File: src/rtl/thread_scheduler.sv
// Round-robin issue scheduler: picks eligible threads starting at rr_ptr and
// hands them out to non-busy ALUs in ascending ALU order, tracks which threads
// have an unretired issue, and gates issue with an IDLE/RUN/DRAIN FSM.
module thread_scheduler #(
  parameter int NUM_THREADS = 4,
  parameter int NUM_ALUS    = 2,
  parameter int TID_W       = 3
) (
  input  logic                      clk,
  input  logic                      rst,
  input  logic                      en,
  input  logic [NUM_THREADS-1:0]    thr_ready,
  input  logic [NUM_THREADS-1:0]    thr_flush,
  input  logic [NUM_THREADS-1:0]    thr_done,
  input  logic [NUM_ALUS-1:0]       alu_busy,
  output logic [NUM_ALUS-1:0]       grant_valid,
  output logic [NUM_ALUS*TID_W-1:0] grant_tid,
  output logic [NUM_THREADS-1:0]    inflight,
  output logic [TID_W-1:0]          rr_ptr,
  output logic [1:0]                state
);

  localparam logic [1:0] IDLE  = 2'd0;
  localparam logic [1:0] RUN   = 2'd1;
  localparam logic [1:0] DRAIN = 2'd2;

  localparam logic [TID_W:0] NT = (TID_W+1)'(NUM_THREADS);

  logic [1:0]               state_nxt;
  logic                     run;
  logic [NUM_THREADS-1:0]   elig;
  logic [NUM_ALUS-1:0]      g_valid;
  logic [NUM_ALUS*TID_W-1:0] g_tid;
  logic [NUM_THREADS-1:0]   set_mask;
  logic [TID_W-1:0]         rr_nxt;
  logic [NUM_ALUS-1:0]      used;
  logic                     took;
  logic [TID_W:0]           sum;
  logic [TID_W:0]           nxt_sum;
  logic [TID_W-1:0]         idx;

  // FSM state register
  always_ff @(posedge clk or negedge rst) begin
    if (!rst) state <= IDLE;
    else      state <= state_nxt;
  end

  // FSM next state; the unused encoding falls back to IDLE
  always_comb begin
    state_nxt = IDLE;
    case (state)
      IDLE:    state_nxt = en ? RUN : IDLE;
      RUN:     state_nxt = en ? RUN : DRAIN;
      DRAIN:   state_nxt = en ? RUN : ((inflight == '0) ? IDLE : DRAIN);
      default: state_nxt = IDLE;
    endcase
  end

  // FSM outputs: issue is only allowed while running
  always_comb begin
    run = (state == RUN);
  end

  // A thread may issue only if ready and not retiring, flushing or already in flight
  always_comb begin
    elig = thr_ready & ~thr_flush & ~thr_done & ~inflight;
  end

  // Scan threads from rr_ptr; each eligible thread takes the lowest free, non-busy ALU
  always_comb begin
    g_valid  = '0;
    g_tid    = grant_tid;
    set_mask = '0;
    rr_nxt   = rr_ptr;
    used     = '0;
    took     = 1'b0;
    sum      = '0;
    nxt_sum  = '0;
    idx      = '0;
    for (int k = 0; k < NUM_THREADS; k++) begin
      sum = {1'b0, rr_ptr} + (TID_W+1)'(k);
      if (sum >= NT) sum = sum - NT;
      idx  = sum[TID_W-1:0];
      took = 1'b0;
      if (elig[idx]) begin
        for (int a = 0; a < NUM_ALUS; a++) begin
          if (!took && !alu_busy[a] && !used[a]) begin
            took                    = 1'b1;
            used[a]                 = 1'b1;
            g_valid[a]              = 1'b1;
            g_tid[a*TID_W +: TID_W] = idx;
            set_mask[idx]           = 1'b1;
            // later scan positions overwrite, so this ends as last granted + 1
            nxt_sum = {1'b0, idx} + 1'b1;
            if (nxt_sum >= NT) nxt_sum = nxt_sum - NT;
            rr_nxt = nxt_sum[TID_W-1:0];
          end
        end
      end
    end
  end

  // Registered grants, in-flight tracking (clear beats set) and round-robin pointer
  always_ff @(posedge clk or negedge rst) begin
    if (!rst) begin
      grant_valid <= '0;
      grant_tid   <= '0;
      inflight    <= '0;
      rr_ptr      <= '0;
    end else begin
      grant_valid <= run ? g_valid : '0;
      if (run) begin
        grant_tid <= g_tid;
        rr_ptr    <= rr_nxt;
      end
      inflight <= (inflight | (run ? set_mask : '0)) & ~(thr_done | thr_flush);
    end
  end

endmodule

File: config.mk
export PLATFORM = sky130hd
export DESIGN_NAME = thread_scheduler
export DESIGN_NICKNAME = d
export VERILOG_FILES = /design/src/rtl/thread_scheduler.sv
export SDC_FILE = /design/constraint.sdc
export NUM_CORES = 1
export LEC_CHECK = 0
export ABC_CLOCK_PERIOD_IN_PS = 2840
export BUFFER_PORTS_ARGS = -buffer_cell sky130_fd_sc_hd__buf_4
export CORE_AREA = 2 2 93 95
export DETAILED_ROUTE_END_ITERATION = 12
export DIE_AREA = 0 0 95 97
export PLACE_DENSITY = 0.4
export REMOVE_ABC_BUFFERS = 1
export SETUP_SLACK_MARGIN = 0.05
export SYNTH_ARGS = -nofsm -noshare
export SYNTH_HDL_FRONTEND = slang
export SYNTH_SLANG_ARGS = --single-unit
File: constraint.sdc
create_clock -name clk -period 2.84 [get_ports clk]
set_input_delay 0.426 -clock clk [delete_from_list [all_inputs] [get_ports clk]]
set_output_delay 0.426 -clock clk [all_outputs]
set_load 0.01 [all_outputs]
# [Yosys cells after proc, flatten, opt, wreduce, memory -nomap -nowiden]
# Index checks and enable logic that the tools add are counted.
[word_totals] wordCells=173 regBits=17 output_inout_bits=17 input_bits=17
[classes] n_reduce_logical=28 n_eq_ne=2 order_cmp=16 n_addsub=15 bitwise_logic=17 n_mux=90
[op_table] cell="$mux W3" n=28
[op_table] cell="$mux W4" n=17
[op_table] cell="$or A4 B4 Y4" n=9
[op_table] cell="$ge A4 B3 Y1 const B" n=7
[op_table] cell="$mux W1" n=24
[op_table] cell="$mux W6" n=4
[op_table] cell="$sub A3 B3 Y3 const B" n=8
[op_table] cell="$add A3 B1 Y4 const B" n=5
[op_table] cell="$and A4 B4 Y4" n=4
[op_table] cell="$mux W2" n=8
[op_table] cell="$not A4 Y4" n=4
[op_table] cell="$logic_and A1 B1 Y1" n=14
[op_table] cell="$ge A3 B1 Y1 const B" n=4
[op_table] cell="$logic_not A1 Y1" n=12
[op_table] cell="$lt A3 B3 Y1 const B" n=4
[op_table] cell="$add A3 B2 Y4 const B" n=2
[op_table] cell="$bmux W1 S2" n=4
[op_table] cell="$demux W1 S2" n=4
[op_table] cell="$pmux W2 S3" n=1
[op_table] cell="$logic_not A4 Y1" n=1
[op_table] cell="$ge A3 B3 Y1 const B" n=1
[op_table] cell="$eq A2 B1 Y1 const B" n=1
[op_table] cell="$eq A2 B2 Y1 const B" n=1
[op_table] cell="$logic_not A2 Y1" n=1

# [Depth between registers and ports, before layout]
# Gate-level depths: netlist of run 1.
[logic_depth] word_depth=41 ltp_mapped=12 mapped_depth_nobuf=9

# [Worst setup path before layout of run 1]
# Ideal clock, no wire load.
[synth_timing] path_kind="register -> register" from="reg rr_ptr[0]" to="reg grant_tid[2]" slack_ps=-314 synth_period_minus_slack_ps=3154 arrival_time_ps=3058 path_stages_with_launch=11 setup_time_ps=95 path_cell_list="dfrtp_1 -> clkbuf_1 -> inv_1 -> buf_2 -> ha_1 -> nand2b_1 -> a2111oi_1 -> nor2_1 -> nor3_1 -> mux2_2 -> o31ai_1"
[synth_via] elab_chain_cells=17
[synth_lines] item="from (decl)" line="19" rtl="output logic [TID_W-1:0] rr_ptr,"
[synth_lines] item="from (signal assigned)" line="114" rtl="rr_ptr <= rr_nxt;"
[synth_lines] item="parallel branches: the longest is 16 deep, another holds $add A3 B1 Y4"
[synth_lines] item="$mux W6 *" line="85" rtl="if (elig[idx]) begin"
[synth_lines] item="to (signal assigned)" line="113" rtl="grant_tid <= g_tid;"
[synth_lines] item="to (decl)" line="17" rtl="output logic [NUM_ALUS*TID_W-1:0] grant_tid,"
# Every way passes the cells marked *. The select of a mux whose other input is x is not followed.
# A chain may end at the register's enable or synchronous reset.

# [Final worst setup path of run 1]
[layout_timing] from="reg inflight[0]" to="reg rr_ptr[1]"
[layout_via] elab_chain_cells=22
[layout_lines] item="from (decl)" line="18" rtl="output logic [NUM_THREADS-1:0] inflight,"
[layout_lines] item="from (signal assigned)" line="116" rtl="inflight <= (inflight | (run ? set_mask : '0)) & ~(thr_done | thr_flush);"
[layout_lines] item="$not A4 Y4 *" line="66" rtl="elig = thr_ready & ~thr_flush & ~thr_done & ~inflight;"
[layout_lines] item="$and A4 B4 Y4 *" line="66"
[layout_lines] item="$bmux W1 S2" line="85"
[layout_lines] item="$mux W1 (implied by the code)" line="85"
[layout_lines] item="$mux W2" line="85"
[layout_lines] item="$logic_not A1 Y1" line="87" rtl="if (!took && !alu_busy[a] && !used[a]) begin"
[layout_lines] item="$logic_and A1 B1 Y1" line="87"
[layout_lines] item="$mux W1" line="87"
[layout_lines] item="(+6 left out)"
[layout_lines] item="$logic_and A1 B1 Y1 or $logic_not A1 Y1 (tied branches)" line="87"
[layout_lines] item="$mux W1 or $logic_and A1 B1 Y1 (tied branches)" line="87"
[layout_lines] item="$mux W1 (on tied branches)" line="85, 87"
[layout_lines] item="$logic_not A1 Y1 or $mux W2 (tied branches)" line="87, 85"
[layout_lines] item="$logic_and A1 B1 Y1 or $logic_not A1 Y1 (tied branches)" line="87"
[layout_lines] item="$logic_and A1 B1 Y1" line="87"
[layout_lines] item="$mux W3" line="87"
[layout_lines] item="$mux W3 *" line="85"
# Mark *: on every way between the ends. The rest lies on a longest branch, timed or not. The select of a mux whose other input is x is not followed.

==> results.json, run 1 <==
{
  "max_slew.worst_pin.slew_ps": 737.8,
  "detail_route.first_pass.iterations": 5,
  "fp.coreArea_um2": 8134,
  "area_delta_synth_final_pct": 35.90,
  "run_status": "finished clean",
  "slew_viol_final": 0,
  "antenna_left": 0,
  "drive_above_1_share_pct": 34.55,
  "critPathTopFamily": "compound AO/OA/AOI/OAI gates",
  "cts_made_buffers": 3,
  "synthCells": 236,
  "first_pass_grt_wire_length_um": 12400,
  "combPwrFrac_pct": 73.4,
  "via_per_inst": 5.712,
  "skew_ps": 2.411,
  "yosys_warnings": 0,
  "grt_start_max_net_pins": 33,
  "min_path_type": "input port to async pin",
  "tritoncts": "yes",
  "cts.reportedPaths.clkPinSlew_ps": 80,
  "grt_setup_unrepaired": "true",
  "routed-via-count": 2319,
  "dp_worst_setup_slack_ps": -170.6,
  "cp.required_ps": 2970,
  "placement.cell_area_um2": 2585,
  "synth_top_area_share_pct": 21.45,
  "irDropWorstVdd_uv": 263.9,
  "cp_slowest_cell": "sky130_fd_sc_hd__dfrtp_1",
  "total_switching_power_mw": 1.015,
  "cts-htree-levels": 1,
  "antenna_violations_before_repair": 0,
  "io_buffers": 33,
  "maxCapViolCount": 0,
  "slew_headroom_pct": 50.71,
  "synth-edff-count": 0,
  "hold_viol_final": 0,
  "synth_area_per_cell_um2": 8.403,
  "internal_power_mw": 1.095,
  "fin_crit_sh_pct": 94.36,
  "worstPathCellList": "nor4b_1 -> buf_4 -> mux4_2 -> maj3_1 -> nor2_1 -> o32a_1 -> a2111oi_2 -> a211oi_1",
  "finalNetCount": 329,
  "global_route.usage.total_pct": 17.15,
  "initial_core_util_pct": 24.38,
  "dr.first_iter.drc_count": 228,
  "worst_skew_pair_latency_ps": 260,
  "critPathMaxFanout": 11,
  "swShare_pct": 48.13,
  "post_synth_main_area_contributors": "sky130_fd_sc_hd__dfrtp_1 (21%), sky130_fd_sc_hd__ha_1 (6.3%), sky130_fd_sc_hd__o21ai_0 (4.3%), sky130_fd_sc_hd__nor4b_4 (3.6%), sky130_fd_sc_hd__a21oi_1 (3.5%)",
  "power.sequential.fraction_pct": 17.2,
  "cts-root-to-sink-buffers": 2,
  "asyncSetResetFlopFracSynth_pct": 100.0,
  "num_antenna_cells": 0,
  "count_of_unresolved_drc_violations_after_routing": 0,
  "post_synth_instance_area_um2": 1983,
  "numPlacedInstances": 398,
  "worst_hold_slack_ps": 20.64,
  "die_height_um": 97,
  "clkPwrFrac_pct": 9.4,
  "max_clock_freq_mhz": 373.2,
  "cts-root-buf": "sky130_fd_sc_hd__clkbuf_8",
  "ys_seq_area_share_pct": 21.45,
  "setup_viol": 0,
  "critPathKind": "flop to flop",
  "timing.critical_path.to_type": "flop",
  "synth.lib_cells_used.distinct": 66,
  "aggregate_routed_wire_length_um": 7779,
  "leakagePower_nw": 1.105,
  "critical_path.max_stage_delay_ps": 450,
  "power.density_cell_area_nw_per_um2": 782.9,
  "cp_startpoint_kind": "flop",
  "tritoncts_num_sinks": 17,
  "path_buf_inv": 1,
  "die-width_um": 95,
  "ys_seq_elements": 17,
  "timing.setup.tns_ps": 0,
  "synth.largest_area_cell": "sky130_fd_sc_hd__dfrtp_1",
  "layoutNonFillerInstCount": 406,
  "design.portCount": 34,
  "min_period_ps": 2680,
  "floorplan.rows": 33,
  "arrival_ps": 2810,
  "grt_pass1_vias": 2134,
  "place.detailed.hpwl_um": 5850,
  "layout_setup_ws_ps": 160.2,
  "detail_route.wl_per_cell_um": 19.16,
  "die-area_um2": 9215,
  "final_cell_area_um2": 2695,
  "grt_overflow_total": 0,
  "synth_top_flop_cell": "sky130_fd_sc_hd__dfrtp_1",
  "place.gp.congestion": 0.8663,
  "cts_hold_repair.buffers": 0
}
[routing by layer]
| layer | up-vias | global-route usage (%) | routed length (um) |
|---|---|---|---|
| li1 | 1073 | - | - |
| met1 | 1119 | 25.93 | 3687 |
| met2 | 109 | 24.77 | 3395 |
| met3 | 18 | 2.804 | 453 |
| met4 | 0 | 4.905 | 242 |
| met5 | - | 0 | 0 |
[Yosys cell counts, types with 3 or more instances]
library cell / count
sky130_fd_sc_hd__a211oi_1: 3
sky130_fd_sc_hd__a21oi_1: 14
sky130_fd_sc_hd__a221o_1: 3
sky130_fd_sc_hd__a22oi_1: 4
sky130_fd_sc_hd__a31oi_1: 4
sky130_fd_sc_hd__clkbuf_1: 10
sky130_fd_sc_hd__dfrtp_1: 17
sky130_fd_sc_hd__ha_1: 10
sky130_fd_sc_hd__inv_1: 5
sky130_fd_sc_hd__mux4_2: 3
sky130_fd_sc_hd__nand2_1: 16
sky130_fd_sc_hd__nand2b_1: 3
sky130_fd_sc_hd__nand3_1: 9
sky130_fd_sc_hd__nand4_1: 4
sky130_fd_sc_hd__nor2_1: 17
sky130_fd_sc_hd__nor2b_1: 4
sky130_fd_sc_hd__nor3_1: 11
sky130_fd_sc_hd__nor4_1: 5
sky130_fd_sc_hd__nor4b_4: 3
sky130_fd_sc_hd__o21ai_0: 17
sky130_fd_sc_hd__o21ai_1: 5
sky130_fd_sc_hd__o2bb2ai_1: 5
sky130_fd_sc_hd__or4b_4: 4
[registers in the layout, indices dropped and copies added, names as in the netlist]
signal,count
grant_valid,2
state,2
rr_ptr,3
inflight,4
grant_tid,6
[layout make-up]
cell class                      count  area [um^2]
Fill cell                         867         5439
Multi-Input combinational cell    200         1510
Timing Repair Buffer               75        563.0
Sequential cell                    17        425.4
Tap cell                          105        131.4
Clock buffer                        3        41.29
Inverter                            5        18.77
Clock inverter                      1        5.005
[kinds of logic (layout without fill, tap and decap cells)]
group | Yosys count | in the layout | share of synthesized area, %
AO/OA/AOI/OAI | 90 | 90 | 32.68
AND/OR/NAND/NOR | 89 | 89 | 28.39
buffers and inverters | 19 | 84 | 4.101
flip-flops | 17 | 17 | 21.45
adder cells (fa/ha/maj) | 12 | 12 | 7.319
multiplexers | 6 | 6 | 4.984
XOR/XNOR | 2 | 2 | 0.8834
other | 1 | 1 | 0.1891
[cell usage in the layout, fill, tap and decap left out, drive strengths merged, types with 4 or more instances in the layout]
| cell | instances |
|---|---|
| o2bb2ai | 5 |
| nor2b | 4 |
| inv | 5 |
| or4b | 4 |
| a31oi | 4 |
| nor4 | 5 |
| buf | 75 |
| nor4b | 5 |
| nand3 | 10 |
| nand2 | 16 |
| nor3 | 12 |
| a22oi | 4 |
| dfrtp | 17 |
| a21oi | 15 |
| o21ai | 22 |
| nor2 | 17 |
| nand4 | 4 |
| ha | 10 |
| nand2b | 5 |
| a2111oi | 4 |
[final timing paths]
path,to,slack [ps],cells after the start,start
max in group asynchronous,state[1]$_DFF_PN0_,2610,1,rst
worst min register to register,grant_tid[1]$_DFFE_PN0P_,500,1,grant_tid[1]$_DFFE_PN0P_
min in group clk,state[1]$_DFF_PN0_,300,2,en
worst max register to register,rr_ptr[1]$_DFFE_PN0P_,160,8,inflight[0]$_DFF_PN0_
worst max-delay path,rr_ptr[1]$_DFFE_PN0P_,160,8,inflight[0]$_DFF_PN0_
worst min-delay path,grant_tid[4]$_DFFE_PN0P_,20,1,rst
[stage by stage]
step	utilization, %	total power, mW
after global placement	31.78	1.853
after floorplan	-	1.180
after CTS	32.43	2.059
after global routing	33.13	2.277
final	33.13	2.110
after detailed placement	31.78	1.840
[power by group through the flow]
stage                     Sequential, mW  Clock (mW)  Combinational [mW]
after detailed placement           0.368           0                1.47
after global routing               0.373       0.214                1.69
after CTS                          0.364       0.206                1.49
final                              0.363       0.198                1.55
after global placement             0.366           0                1.49
after floorplan                    0.431           0               0.749
[what timing repair did]
action	CTS	global route
resized for setup	2	6
buffers inserted	0	4
cloned	0	0
pin swaps	0	1
setup endpoints to repair	1	9
Power figures use the tool's default switching activity.
==> inputs of run 2 (changes only) <==
--- a/config.mk
+++ b/config.mk
@@ -7,10 +7,10 @@
 export LEC_CHECK = 0
 export ABC_CLOCK_PERIOD_IN_PS = 2840
 export BUFFER_PORTS_ARGS = -buffer_cell sky130_fd_sc_hd__buf_4
-export CORE_AREA = 2 2 93 95
+export CORE_AREA = 2 2 110 80
 export DETAILED_ROUTE_END_ITERATION = 12
-export DIE_AREA = 0 0 95 97
-export PLACE_DENSITY = 0.4
+export DIE_AREA = 0 0 112 82
+export PLACE_DENSITY = 0.41
 export REMOVE_ABC_BUFFERS = 1
 export SETUP_SLACK_MARGIN = 0.05
 export SYNTH_ARGS = -nofsm -noshare
==> run 2 against run 1 <==
Effect of this change:
- first-iteration DRC count shrank 8.8%
- critical path type unchanged
- sequential power is essentially flat
- core utilization grew 0.81 points
- routed wire length grew 2.1%
- sequential share of layout area shrank 0.50 points
- flip-flop and latch count is the same
- critical endpoint is now grant_tid[3]$_DFFE_PN0P_
- critical path depth shrank 1
- total power grew 8.3%
- via count is essentially flat
- combinational power grew 3%
- clock skew is essentially flat
==> results.json, run 2 (synthesized netlist as in run 1, its figures left out) <==
{
  "run_status": "finished clean",
  "min_path_type": "input port to async pin",
  "num_antenna_cells": 0,
  "place.detailed.hpwl_um": 5923,
  "die_height_um": 82,
  "maxCapViolCount": 0,
  "cts-htree-levels": 1,
  "fillCellCount": 904,
  "cp.required_ps": 3030,
  "via_per_inst": 5.610,
  "design.portCount": 34,
  "detail_route.wl_per_cell_um": 19.23,
  "max_clock_freq_mhz": 374.6,
  "grt_start_max_net_pins": 33,
  "tritoncts": "yes",
  "top_register": "grant_tid",
  "die-width_um": 112,
  "cts-resized-gates": 0,
  "cp_startpoint_kind": "flop",
  "leakagePower_nw": 1.154,
  "cts.reportedPaths.clkPinSlew_ps": 60,
  "setup_viol": 0,
  "finalNetCount": 336,
  "min_period_ps": 2670,
  "dr.first_iter.drc_count": 208,
  "place.gp.congestion": 0.9028,
  "floorplan.rows": 28,
  "largest_reg_flops": 6,
  "irDropWorstVdd_uv": 385.5,
  "initial_core_util_pct": 24.19,
  "worst_hold_slack_ps": 42.76,
  "numPlacedInstances": 409,
  "count_of_unresolved_drc_violations_after_routing": 0,
  "detail_route.first_pass.iterations": 4,
  "mostFrequentLayoutCell": "sky130_fd_sc_hd__buf_4",
  "routed-via-count": 2317,
  "slew_viol_final": 0,
  "worstPathCellList": "or4b_4 -> mux4_2 -> nand2b_4 -> or3_1 -> a31oi_1 -> o211ai_1 -> nand4_1",
  "skew_ps": 2.167,
  "most-common-layout-cells": "sky130_fd_sc_hd__buf_4 (82), sky130_fd_sc_hd__nor2_1 (17), sky130_fd_sc_hd__o21ai_0 (17), sky130_fd_sc_hd__dfrtp_1 (17), sky130_fd_sc_hd__nand2_1 (16)",
  "critPathTopFamily": "simple AND/OR/NAND/NOR gates",
  "grt_pass1_vias": 2187,
  "hold_viol_final": 0,
  "power.density_cell_area_nw_per_um2": 821.0,
  "fin_crit_sh_pct": 94.00,
  "cts-root-buf": "sky130_fd_sc_hd__clkbuf_16",
  "timing.critical_path.to_type": "flop",
  "antenna_violations_before_repair": 0,
  "critPathKind": "flop to flop",
  "cts_made_buffers": 3,
  "setup_fix_bufs_post_cts": 0,
  "path_buf_inv": 0,
  "antenna_left": 0,
  "io_buffers": 33,
  "cp_slowest_cell": "sky130_fd_sc_hd__or4b_4",
  "cts-root-to-sink-buffers": 2,
  "layoutNonFillerInstCount": 413,
  "grt_setup_unrepaired": "false",
  "slew_headroom_pct": 56.34,
  "critPathMaxFanout": 6,
  "tritoncts_num_sinks": 17,
  "largestRegisters": "grant_tid x6, inflight x4, rr_ptr x3",
  "area_delta_synth_final_pct": 40.32,
  "arrival_ps": 2860,
  "timing.setup.tns_ps": 0,
  "drive_above_1_share_pct": 36.04,
  "aggregate_routed_wire_length_um": 7941,
  "fp.coreArea_um2": 8198,
  "worst_skew_pair_latency_ps": 260,
  "die-area_um2": 9184,
  "critical_path.max_stage_delay_ps": 610,
  "max_slew.worst_pin.slew_ps": 654.9,
  "global_route.usage.total_pct": 17.28,
  "grt_overflow_total": 0,
  "cts_hold_repair.buffers": 0,
  "first_pass_grt_wire_length_um": 12320
}
[run 2: per-layer routing]
metal	track usage, %	routed length (um)	vias to the layer above
li1	-	-	1084
met1	26.07	3986	1130
met2	26.24	3265	101
met3	3.247	661	2
met4	1.951	28	0
met5	0	0	-
[run 2: worst reg2reg max path: stages, from the launching register on]
cell,delay [ps]
sky130_fd_sc_hd__dfrtp_1,440
sky130_fd_sc_hd__or4b_4,610
sky130_fd_sc_hd__mux4_2,570
sky130_fd_sc_hd__nand2b_4,200
sky130_fd_sc_hd__or3_1,360
sky130_fd_sc_hd__a31oi_1,190
sky130_fd_sc_hd__o211ai_1,120
sky130_fd_sc_hd__nand4_1,110
[run 2: final timing paths]
kind,startpoint,to,slack [ps],cells after the start
worst min-delay path,rst,grant_tid[5]$_DFFE_PN0P_,40,1
worst min register to register,grant_tid[1]$_DFFE_PN0P_,grant_tid[1]$_DFFE_PN0P_,510,1
worst max-delay path,inflight[1]$_DFF_PN0_,grant_tid[3]$_DFFE_PN0P_,170,7
max in group asynchronous,rst,inflight[2]$_DFF_PN0_,2570,1
min in group clk,en,state[1]$_DFF_PN0_,310,2
worst max register to register,inflight[1]$_DFF_PN0_,grant_tid[3]$_DFFE_PN0P_,170,7
[run 2: metrics by stage]
stage	instance area, um^2	total power, mW	utilization, %	setup WS (ps)
2_1_floorplan	1921	1.180	-	-529.9
3_3_place_gp	2668	1.923	32.54	12.00
3_5_place_dp	2668	1.899	32.54	109.3
4_1_cts	2750	2.235	33.55	129.1
5_1_grt	2783	2.449	33.94	49.42
6_report	2783	2.284	33.94	170.4
[run 2: where the power goes]
| group | internal (mW) | total (mW) | leakage, nW | switching, mW |
|---|---|---|---|---|
| registers | 0.306 | 0.363 | 0.215 | 0.0569 |
| logic | 0.740 | 1.60 | 0.902 | 0.863 |
| clock network | 0.191 | 0.318 | 0.0371 | 0.127 |
| total | 1.24 | 2.28 | 1.15 | 1.05 |
[run 2: cell type report]
| cell class | count | area (um^2) | area share (%) |
|---|---|---|---|
| repair buffers | 82 | 615.6 | 22.12 |
| inverters | 5 | 18.77 | 0.6745 |
| clock inverters | 1 | 7.507 | 0.2698 |
| well taps | 105 | 131.4 | 4.721 |
| multi-input cells | 200 | 1509 | 54.23 |
| flip-flops and latches | 17 | 425.4 | 15.29 |
| clock buffers | 3 | 75.07 | 2.698 |
